File: src/rtl/quiz_pkg.sv
`default_nettype none
// ============================================================================
// quiz_pkg : states and shared constants for the quiz round sequencer
// Revision : 1.0
// ============================================================================
package quiz_pkg;

  localparam int DIGIT_W = 4;
  localparam logic [DIGIT_W-1:0] SCORE_MAX = 4'd15;

  typedef enum logic [2:0] {
    ST_IDLE  = 3'd0,
    ST_LOAD  = 3'd1,
    ST_ASK   = 3'd2,
    ST_JUDGE = 3'd3,
    ST_SHOW  = 3'd4,
    ST_DONE  = 3'd5
  } state_t;

  function automatic logic [DIGIT_W-1:0] sat_add(input logic [DIGIT_W-1:0] a,
                                                 input logic [1:0]         inc);
    logic [DIGIT_W:0] sum;
    sum = {1'b0, a} + (DIGIT_W+1)'(inc);
    return (sum > {1'b0, SCORE_MAX}) ? SCORE_MAX : sum[DIGIT_W-1:0];
  endfunction

endpackage
`default_nettype wire

File: src/rtl/sec_tick_gen.sv
`default_nettype none
// ============================================================================
// sec_tick_gen : divides clk by TICK_DIV, one-cycle tick on each wrap
// Revision     : 1.0
// ============================================================================
module sec_tick_gen
  import quiz_pkg::*;
#(
  parameter int TICK_DIV = 50000000
) (
  input  logic clk,
  input  logic rst_n,
  input  logic clr,
  input  logic en,
  output logic tick
);

  localparam int CNT_W = (TICK_DIV > 1) ? $clog2(TICK_DIV) : 1;
  localparam logic [CNT_W-1:0] CNT_LAST = CNT_W'(TICK_DIV - 1);

  logic [CNT_W-1:0] r_cnt;

  assign tick = en && (r_cnt == CNT_LAST);

  always_ff @(posedge clk or negedge rst_n) begin
    if (!rst_n) begin
      r_cnt <= '0;
    end else if (clr) begin
      r_cnt <= '0;
    end else if (en) begin
      r_cnt <= tick ? '0 : r_cnt + CNT_W'(1);
    end
  end

endmodule
`default_nettype wire

File: src/rtl/quiz_round_ctrl.sv
`default_nettype none
// ============================================================================
// quiz_round_ctrl : per-round question/countdown/judge/score sequencer
//                   optional QUIZ_STREAK_EN: every third straight hit scores 2
// Revision        : 1.0
// ============================================================================
module quiz_round_ctrl
  import quiz_pkg::*;
#(
  parameter int TICK_DIV    = 50000000,
  parameter int TIME_LIMIT  = 9,
  parameter int NUM_ROUNDS  = 5,
  parameter int SHOW_CYCLES = 100000000
) (
  input  logic               clk,
  input  logic               rst_n,
  input  logic               start,
  input  logic [DIGIT_W-1:0] rand_val,
  input  logic               ans_valid,
  input  logic [DIGIT_W-1:0] ans_data,
  output logic [DIGIT_W-1:0] question,
  output logic [DIGIT_W-1:0] disp_val,
  output logic               disp_is_score,
  output logic [DIGIT_W-1:0] time_left,
  output logic [DIGIT_W-1:0] score,
  output logic               busy,
  output logic               correct,
  output logic               wrong,
  output logic               game_over
);

  localparam int SHOW_W = $clog2(SHOW_CYCLES + 1);
  localparam logic [SHOW_W-1:0]  SHOW_LAST  = SHOW_W'(SHOW_CYCLES - 1);
  localparam logic [DIGIT_W-1:0] TIME_INIT  = DIGIT_W'(TIME_LIMIT);
  localparam logic [DIGIT_W-1:0] ROUND_LAST = DIGIT_W'(NUM_ROUNDS - 1);

  state_t             r_state, w_nxt_state;
  logic [DIGIT_W-1:0] w_nxt_time, w_nxt_score;
  logic [DIGIT_W-1:0] r_round;
  logic [SHOW_W-1:0]  r_show;
  logic [1:0]         w_inc;
  logic               w_tick, w_show_end, w_accept, w_timeout_now;
  logic               w_game_start, w_time_view;

  sec_tick_gen #(.TICK_DIV(TICK_DIV)) u_tick (
    .clk   (clk),
    .rst_n (rst_n),
    .clr   (r_state == ST_LOAD),
    .en    (r_state == ST_ASK),
    .tick  (w_tick)
  );

  assign w_show_end    = (r_show == SHOW_LAST);
  assign w_accept      = (r_state == ST_ASK) && ans_valid;
  // an answer arriving on the final tick takes priority over the timeout
  assign w_timeout_now = (r_state == ST_ASK) && !ans_valid && w_tick && (time_left == 4'd1);
  assign w_game_start  = ((r_state == ST_IDLE) || (r_state == ST_DONE)) && start;
  assign w_time_view   = (w_nxt_state == ST_LOAD) || (w_nxt_state == ST_ASK);

`ifdef QUIZ_STREAK_EN
  logic [1:0] r_streak;

  assign w_inc = (r_streak == 2'd2) ? 2'd2 : 2'd1;

  always_ff @(posedge clk or negedge rst_n) begin
    if (!rst_n) begin
      r_streak <= 2'd0;
    end else if (w_game_start) begin
      r_streak <= 2'd0;
    end else if (r_state == ST_JUDGE) begin
      r_streak <= (correct && (r_streak != 2'd2)) ? r_streak + 2'd1 : 2'd0;
    end
  end
`else
  assign w_inc = 2'd1;
`endif

  always_comb begin
    w_nxt_state = r_state;
    w_nxt_time  = time_left;
    w_nxt_score = score;
    case (r_state)
      ST_IDLE, ST_DONE: begin
        if (start) begin
          w_nxt_state = ST_LOAD;
          w_nxt_score = '0;
        end
      end
      ST_LOAD: begin
        w_nxt_time  = TIME_INIT;
        w_nxt_state = ST_ASK;
      end
      ST_ASK: begin
        if (ans_valid) begin
          w_nxt_state = ST_JUDGE;
        end else if (w_tick) begin
          w_nxt_time = time_left - 4'd1;
          if (time_left == 4'd1) w_nxt_state = ST_JUDGE;
        end
      end
      ST_JUDGE: begin
        w_nxt_state = ST_SHOW;
        if (correct) w_nxt_score = sat_add(score, w_inc);
      end
      ST_SHOW: begin
        if (w_show_end) w_nxt_state = (r_round == ROUND_LAST) ? ST_DONE : ST_LOAD;
      end
      default: w_nxt_state = ST_IDLE;
    endcase
  end

  always_ff @(posedge clk or negedge rst_n) begin
    if (!rst_n) begin
      r_state       <= ST_IDLE;
      question      <= '0;
      time_left     <= '0;
      score         <= '0;
      disp_val      <= '0;
      disp_is_score <= 1'b0;
      busy          <= 1'b0;
      correct       <= 1'b0;
      wrong         <= 1'b0;
      game_over     <= 1'b0;
      r_round       <= '0;
      r_show        <= '0;
    end else begin
      r_state       <= w_nxt_state;
      time_left     <= w_nxt_time;
      score         <= w_nxt_score;
      // display source follows the next state so it moves with its source
      disp_val      <= w_time_view ? w_nxt_time : w_nxt_score;
      disp_is_score <= !w_time_view;
      busy          <= (w_nxt_state inside {ST_LOAD, ST_ASK, ST_JUDGE, ST_SHOW});
      game_over     <= (w_nxt_state == ST_DONE);
      correct       <= w_accept && (ans_data == question);
      wrong         <= (w_accept && (ans_data != question)) || w_timeout_now;
      if (r_state == ST_LOAD) question <= rand_val;
      r_show        <= (r_state == ST_SHOW) ? r_show + SHOW_W'(1) : '0;
      if (w_game_start) begin
        r_round <= '0;
      end else if ((r_state == ST_SHOW) && w_show_end) begin
        r_round <= r_round + 4'd1;
      end
    end
  end

endmodule
`default_nettype wire
File: config.mk
export PLATFORM = sky130hd
export DESIGN_NAME = quiz_round_ctrl
export DESIGN_NICKNAME = d
export VERILOG_FILES = /design/src/rtl/quiz_pkg.sv /design/src/rtl/sec_tick_gen.sv /design/src/rtl/quiz_round_ctrl.sv
export SDC_FILE = /design/constraint.sdc
export NUM_CORES = 1
export LEC_CHECK = 0
export ABC_CLOCK_PERIOD_IN_PS = 3200
export CORE_MARGIN = 5
export CORE_UTILIZATION = 58
export DETAILED_ROUTE_END_ITERATION = 10
export PLACE_DENSITY = 0.89
export SLEW_MARGIN = 0
export SYNTH_ARGS = -nofsm -noshare
export SYNTH_HDL_FRONTEND = slang
export SYNTH_SLANG_ARGS = --single-unit
File: constraint.sdc
create_clock -name clk -period 3.2 [get_ports clk]
set_input_delay 0.32 -clock clk [delete_from_list [all_inputs] [get_ports clk]]
set_output_delay 0.32 -clock clk [all_outputs]
set_load 0.005 [all_outputs]
After elaboration in Yosys (flattened, before gate mapping)

Index checks and enable logic that the tools add are counted.

Output and inout bits: 21
Logic and storage cells: 75
Input port bits: 12
Flip-flop bits (word level): 81

Reductions and logical operators: 19
Multiplexer cells: 21
Equality and inequality tests: 16
Add/sub/neg operators: 5
Order comparisons: 1

Operators by type and width:

| operator                                             | number |
|---|---|
| 2-to-1 mux 26 bit                                    | 3 |
| 2-to-1 mux 4 bit                                     | 8 |
| adder 27 x 1 -> 27 bit (second input constant)       | 1 |
| equality test 27 bit (second input constant)         | 1 |
| 2-to-1 mux 27 bit                                    | 1 |
| adder 26 x 1 -> 26 bit (second input constant)       | 1 |
| equality test 26 bit (second input constant)         | 1 |
| 2-to-1 mux 3 bit                                     | 6 |
| one-hot mux 4 bit (2 select lines)                   | 2 |
| one-hot mux 3 bit (5 select lines)                   | 1 |
| equality test 3 x 2 -> 1 bit (second input constant) | 4 |
| equality test 3 bit (second input constant)          | 4 |
| logical AND 1 bit                                    | 9 |
| equality test 3 x 1 -> 1 bit (second input constant) | 2 |
| adder 4 x 1 -> 5 bit (second input constant)         | 1 |
| > comparator 5 x 4 -> 1 bit (second input constant)  | 1 |
| adder 4 x 1 -> 4 bit (second input constant)         | 1 |
| equality test 4 x 1 -> 1 bit (second input constant) | 1 |
| equality test 4 x 3 -> 1 bit (second input constant) | 1 |
| equality test 4 bit                                  | 1 |
| inequality test 4 bit                                | 1 |
| nonzero test 2 bit                                   | 2 |
| nonzero test 4 bit                                   | 1 |
| subtractor 4 x 1 -> 4 bit (second input constant)    | 1 |
| other kinds (4)                                      | 7 |

Longest topological paths before layout

Depth in word-level cells: 8
Depth in mapped cells: 10
Mapped depth without buffers: 7

Cells and area by module

From an unflattened synthesis, not the netlist that was laid out.

Cell total of the unflattened synthesis: 431
Area total of the unflattened synthesis: 4327.9 um^2

Modules (own cells, without submodules):

| module          | seq. area each (um^2) | instances | cells an instance | area each (um^2) |
|---|---|---|---|---|
| quiz_round_ctrl | 1376.3                | 1         | 274               | 2835.2 |
| sec_tick_gen    | 650.6                 | 1         | 157               | 1492.7 |

Worst setup path after synthesis

Ideal clock, no wire load.

Kind: reg-to-reg
Start point: reg r_show[8]
End point: reg disp_val[1]
Clock period less this slack: 2.354 ns
Data required time: 3.072 ns
Cell stages (with the launch flop): 7
Setup slack: 0.846 ns
Setup time: 0.128 ns
Buffers on the path: 0
Arrival time: 2.226 ns
Cells stage by stage: dfrtp_1 nand4bb_1 or4_4 or4_4 a31oi_4 o211ai_4 mux2_1

Longest elaborated chain between the ends: 6
Elaborated cells between the ends (all ways): 7
Classes of those cells: eq/ne (3); mux (3); reduce/logical (1)

Ends and longest elaborated chain:

| element                                                                      | line                   | RTL |
|---|---|---|
| from (decl)                                                                  | quiz_round_ctrl.sv:40  | `logic [SHOW_W-1:0] r_show;` |
| from (signal assigned)                                                       | quiz_round_ctrl.sv:138 | `r_show <= (r_state == ST_SHOW) ? r_show + SHOW_W'(1) : '0;` |
| equality test 27 bit *                                                       | quiz_round_ctrl.sv:53  | `assign w_show_end = (r_show == SHOW_LAST);` |
| 2-to-1 mux 3 bit *                                                           | quiz_round_ctrl.sv:106 | `if (w_show_end) w_nxt_state = (r_round == ROUND_LAST) ? ST_DONE : ST_LOAD;` |
| one-hot mux 3 bit (5 select lines) *                                         | quiz_round_ctrl.sv:82  | `case (r_state)` |
| equality test 3 x 1 -> 1 bit or equality test 3 x 2 -> 1 bit (tied branches) | quiz_round_ctrl.sv:58  | `assign w_time_view = (w_nxt_state == ST_LOAD) \|\| (w_nxt_state == ST_ASK);` |
| logical OR 1 bit *                                                           | quiz_round_ctrl.sv:58  |  |
| 2-to-1 mux 4 bit *                                                           | quiz_round_ctrl.sv:131 | `disp_val <= w_time_view ? w_nxt_time : w_nxt_score;` |
| to (signal assigned)                                                         | quiz_round_ctrl.sv:131 |  |
| to (decl)                                                                    | quiz_round_ctrl.sv:22  | `output logic [DIGIT_W-1:0] disp_val,` |

Every way passes the cells marked *; elsewhere a longest branch is shown, timed or not.
A chain may end at the register's enable or synchronous reset.

Worst setup path in the final report

Start point: reg u_tick.r_cnt[0]
End point: reg disp_val[2]

Elaborated cells between the ends (all ways): 12
Classes of those cells: eq/ne (3); mux (7); reduce/logical (2)

RTL lines:

| element                            | line                   | RTL |
|---|---|---|
| from (decl)                        | sec_tick_gen.sv:21     | `logic [CNT_W-1:0] r_cnt;` |
| from (signal assigned)             | sec_tick_gen.sv:31     | `r_cnt <= tick ? '0 : r_cnt + CNT_W'(1);` |
| equality test 26 bit               | sec_tick_gen.sv:23     | `assign tick = en && (r_cnt == CNT_LAST);` |
| logical AND 1 bit                  | sec_tick_gen.sv:23     |  |
| 2-to-1 mux 4 bit                   | quiz_round_ctrl.sv:96  | `end else if (w_tick) begin` |
| 2-to-1 mux 4 bit                   | quiz_round_ctrl.sv:94  | `if (ans_valid) begin` |
| one-hot mux 4 bit (2 select lines) | quiz_round_ctrl.sv:82  |  |
| via w_nxt_time[2]                  | quiz_round_ctrl.sv:38  | `logic [DIGIT_W-1:0] w_nxt_time, w_nxt_score;` |
| 2-to-1 mux 4 bit                   | quiz_round_ctrl.sv:131 |  |

The timed path passes the listed nets, and every way through them passes these cells.

==> impl_summary.md <==
Status
The flow ran to the end, and the final reports show no timing, DRC or antenna violations.

Critical path
The signal on the critical path passes through ha_1, nand2_1, nor3_1, nand3_1, or3b_2, mux2i_1, mux2_1. The logic depth of the worst register-to-register path is 7. STA classifies the critical path endpoint as a flop.

The largest fanout on the critical path is 7. The worst register-to-register path has a setup slack of about 660 ps. The start of the worst register-to-register path is u_tick.r_cnt[0]$_DFFE_PN0N_. The end of the worst register-to-register path is disp_val[2]$_DFF_PN0_. For the worst setup path, the data required time is around 3400 ps.

The kind of critical path is flop to flop. The largest single stage delay on the critical path is 540 ps. The slowest cell on the critical path is sky130_fd_sc_hd__or3b_2. The arrival time of data at the critical path endpoint is 2760 ps. The kind of start point of the critical path is a flop.

Routing
The number of remaining DRC errors is 0. The number of nets with antenna violations after detailed routing is 0. The detailed router placed around 3200 vias in this run.

The via density per instance is 5.821. The routed wire length is 8.507 mm. The wire length per cell after detailed routing is 15.25 um.

The number of DRC markers after the initial detailed-route iteration is 308. For this run, the detailed router's first-pass iteration total came to 5.

Floorplanning
The initialized floorplan defines 30 standard-cell rows. The region available for standard cell placement spans 6832 um^2. The initial core utilization is 0.6024. During I/O placement, the number of pins put on the boundary was 33.

The overall die height is 94.23 um. The die covers 8879 um^2. The die extent in x is around 94 um.

Placed design
The number of port buffers is 32. Counting tap cells, the placed design contains a total of 544 instances. The post-detailed-placement half-perimeter wirelength is 5.885 mm. Routability-driven placement finished with a final weighted congestion of ~0.86.

Clock network
CTS saw 81 sinks. Buffers inserted to repair hold after CTS numbered 0. The number of post-CTS setup repair buffers is 0. The worst-case clock buffer depth is 2.

The number of gates resized after cts is 0. The number of H-tree levels is 3. The clock insertion delay at the later pin of the skew report is ~340 ps.

The TritonCTS clock tree is yes. The number of buffers created by CTS is 9. The clock transition time at the flip-flop clock pins of the worst setup and hold paths is 70 ps.

Clock tree synthesis selected as its root buffer the cell sky130_fd_sc_hd__clkbuf_8.

Yosys
The leading cell type by number of instances after synthesis is sky130_fd_sc_hd__dfrtp_1. In the synthesized netlist the async set-or-reset flop fraction comes to 1.000. The total standard cell area after synthesis is 4115 um^2. After synthesis the netlist holds a flip-flop and latch count of 81. The sequential-to-total area share from yosys stat is 0.4926.

The number of flops mapped to enable cells by yosys is 0. By count the netlist is led by sky130_fd_sc_hd__dfrtp_1 (81), sky130_fd_sc_hd__nor2_1 (59), sky130_fd_sc_hd__nand2_1 (50). A synthesized cell averages approximately 9.7 um^2. The area share of the largest cell type after synthesis is 0.4926. Synthesis produced between 400 and 500 cells. The leading area contributor after synthesis is sky130_fd_sc_hd__dfrtp_1. In the post-synthesis netlist, the biggest area contributors are sky130_fd_sc_hd__dfrtp_1 (49%), sky130_fd_sc_hd__xor2_1 (5.7%), sky130_fd_sc_hd__nor2_1 (5.4%). In this run, distinct cell masters in the synthesized netlist total 52. The number of warning messages in the yosys log is 0. Among all flip-flop cells after synthesis, the most frequent one is sky130_fd_sc_hd__dfrtp_1. The number of nets in the synthesized netlist is 444.

Run
The tool flagged a number of max-cap violations equal to 0.

Finish
Once layout is complete, the utilization of the core stands at 0.6888. The total of fill cells in the finished design is 509. The filler-free cell count of the finished design is about 560.

The area growth from synthesis to layout is 14.35%. In the final design database the tool counted 479 nets. The antenna diode count is 0.

The fraction of final layout cells sized beyond drive strength 1 is 0.07576.

Timing
The max-slew violation total from the final report was 0. Setup repair after global routing left no endpoint under its margin. For the pin with the worst max-slew slack, the measured transition is ~1000 ps.

The ratio of final minimum period to clock period is 0.7929. Setup violations remaining at the end of the flow were counted as 0. Summed over all failing endpoints, the final setup total negative slack is 0 ps. The upper clock frequency limit is between 300 and 400 MHz. The final clock skew is 9.922 ps. The clock period minus worst slack is 2537 ps.

The number of endpoints with negative hold slack in the final report is 0. The worst pin sits at a relative slew slack of 0.3366.

GRT
After global routing, the most crowded layer is met2. Entering global routing, the biggest net connects 82 pins. The first global-routing pass estimated 14.99 mm of wire. The overall overflow remaining after global route is 0. For this run, global-route usage on met2 was measured as 0.3257. For this run, global-route usage on met3 was measured as 0.03285. The via count of the first global-routing pass is roughly 3200.

Across every metal layer, demand over resource in global routing totals 0.2154. The initial antenna violation count is 0. In the global route stage, met1 resource usage came out at 0.3017.

Worst hold path
The worst hold-check path type is input port to async pin.

Power and ir drop
The total power divided by cell area is 598.3 nW/um^2. The worst ir drop on vdd is 509.9 uV. The leakage power figure is 0.001968 uW.
## state kept, by name, indices dropped and copies added, names as in the netlist
register / flops
wrong: 1
r_show: 27
disp_val: 4
r_state: 3
r_round: 4
disp_is_score: 1
u_tick.r_cnt: 26
time_left: 4
question: 4
busy: 1
score: 4
game_over: 1
correct: 1
## area by class of cell
type / instances / area (um^2) / share of cell area
Tap cell: 96 / 120.1 / 0.02553
Clock inverter: 3 / 42.54 / 0.009040
Inverter: 12 / 45.04 / 0.009572
Clock buffer: 11 / 141.4 / 0.03005
Multi-Input combinational cell: 322 / 2004 / 0.4260
Timing Repair Buffer: 33 / 325.3 / 0.06913
Sequential cell: 81 / 2027 / 0.4307
## power by group
group,leakage [uW],switching [uW],internal [uW]
sequential,0.00110,97.1,1130
combinational,0.000780,501,383
clock,0.0000913,335,372
## through the flow
| step | hold slack (ps) | area [um^2] | setup WS [ps] | power, uW |
|---|---|---|---|---|
| 6_report | 123.2 | 4706 | 662.8 | 2816 |
| 5_1_grt | 229.2 | 4706 | 397.0 | 3001 |
| 4_1_cts | 170.5 | 4706 | 675.8 | 2827 |
| 2_1_floorplan | 24.41 | 4115 | 846.4 | 1821 |
| 3_3_place_gp | 462.1 | 4522 | 775.0 | 2082 |
| 3_5_place_dp | 471.1 | 4522 | 690.6 | 2117 |
## worst max-delay path: cells and delay by family, from the launching register on
family / cells / cell delay (ps)
AND/OR/NAND/NOR: 4 / 1300
flip-flops: 1 / 440
multiplexers: 2 / 430
adder cells (fa/ha/maj): 1 / 250
## layer usage
layer	vias up	part of all wire
met1	1586	0.47
met4	0	0.021
met5	-	0
met2	107	0.46
met3	14	0.047
li1	1541	-
## logic make-up after synthesis
logic type,count (synthesis),synth area share
buf+inv,21,0.02037
fa+ha+maj,8,0.02432
compound gates,49,0.07723
flops,81,0.4925
simple gates,209,0.2597
mux,10,0.02797
xor+xnor,46,0.09790
## cells in the final DEF, fill, tap and decap left out, drive strengths merged, types with 8 or more instances in the layout
master	n
dfrtp	81
nor2	59
nand2	50
clkdlybuf4s50	31
xor2	27
xnor2	19
nand3	18
o21ai	16
nand4	15
a21oi	14
and3	12
inv	11
clkbuf	11
nor3	10
mux2	9
and4	8
ha	8
## how the worst max path moves through the flow
stage | startpoint | endpoint | slack, ps | cells past startpoint
after floorplan | r_show[8]$_DFF_PN0_ | disp_val[1]$_DFF_PN0_ | 850 | 6
after global placement | u_tick.r_cnt[0]$_DFFE_PN0N_ | disp_val[2]$_DFF_PN0_ | 780 | 7
after detailed placement | u_tick.r_cnt[0]$_DFFE_PN0N_ | disp_val[2]$_DFF_PN0_ | 690 | 7
after CTS | u_tick.r_cnt[0]$_DFFE_PN0N_ | disp_val[2]$_DFF_PN0_ | 680 | 7
after global routing | u_tick.r_cnt[0]$_DFFE_PN0N_ | disp_val[2]$_DFF_PN0_ | 400 | 7
final | u_tick.r_cnt[0]$_DFFE_PN0N_ | disp_val[2]$_DFF_PN0_ | 660 | 7
(Power assumes the default switching activity.)
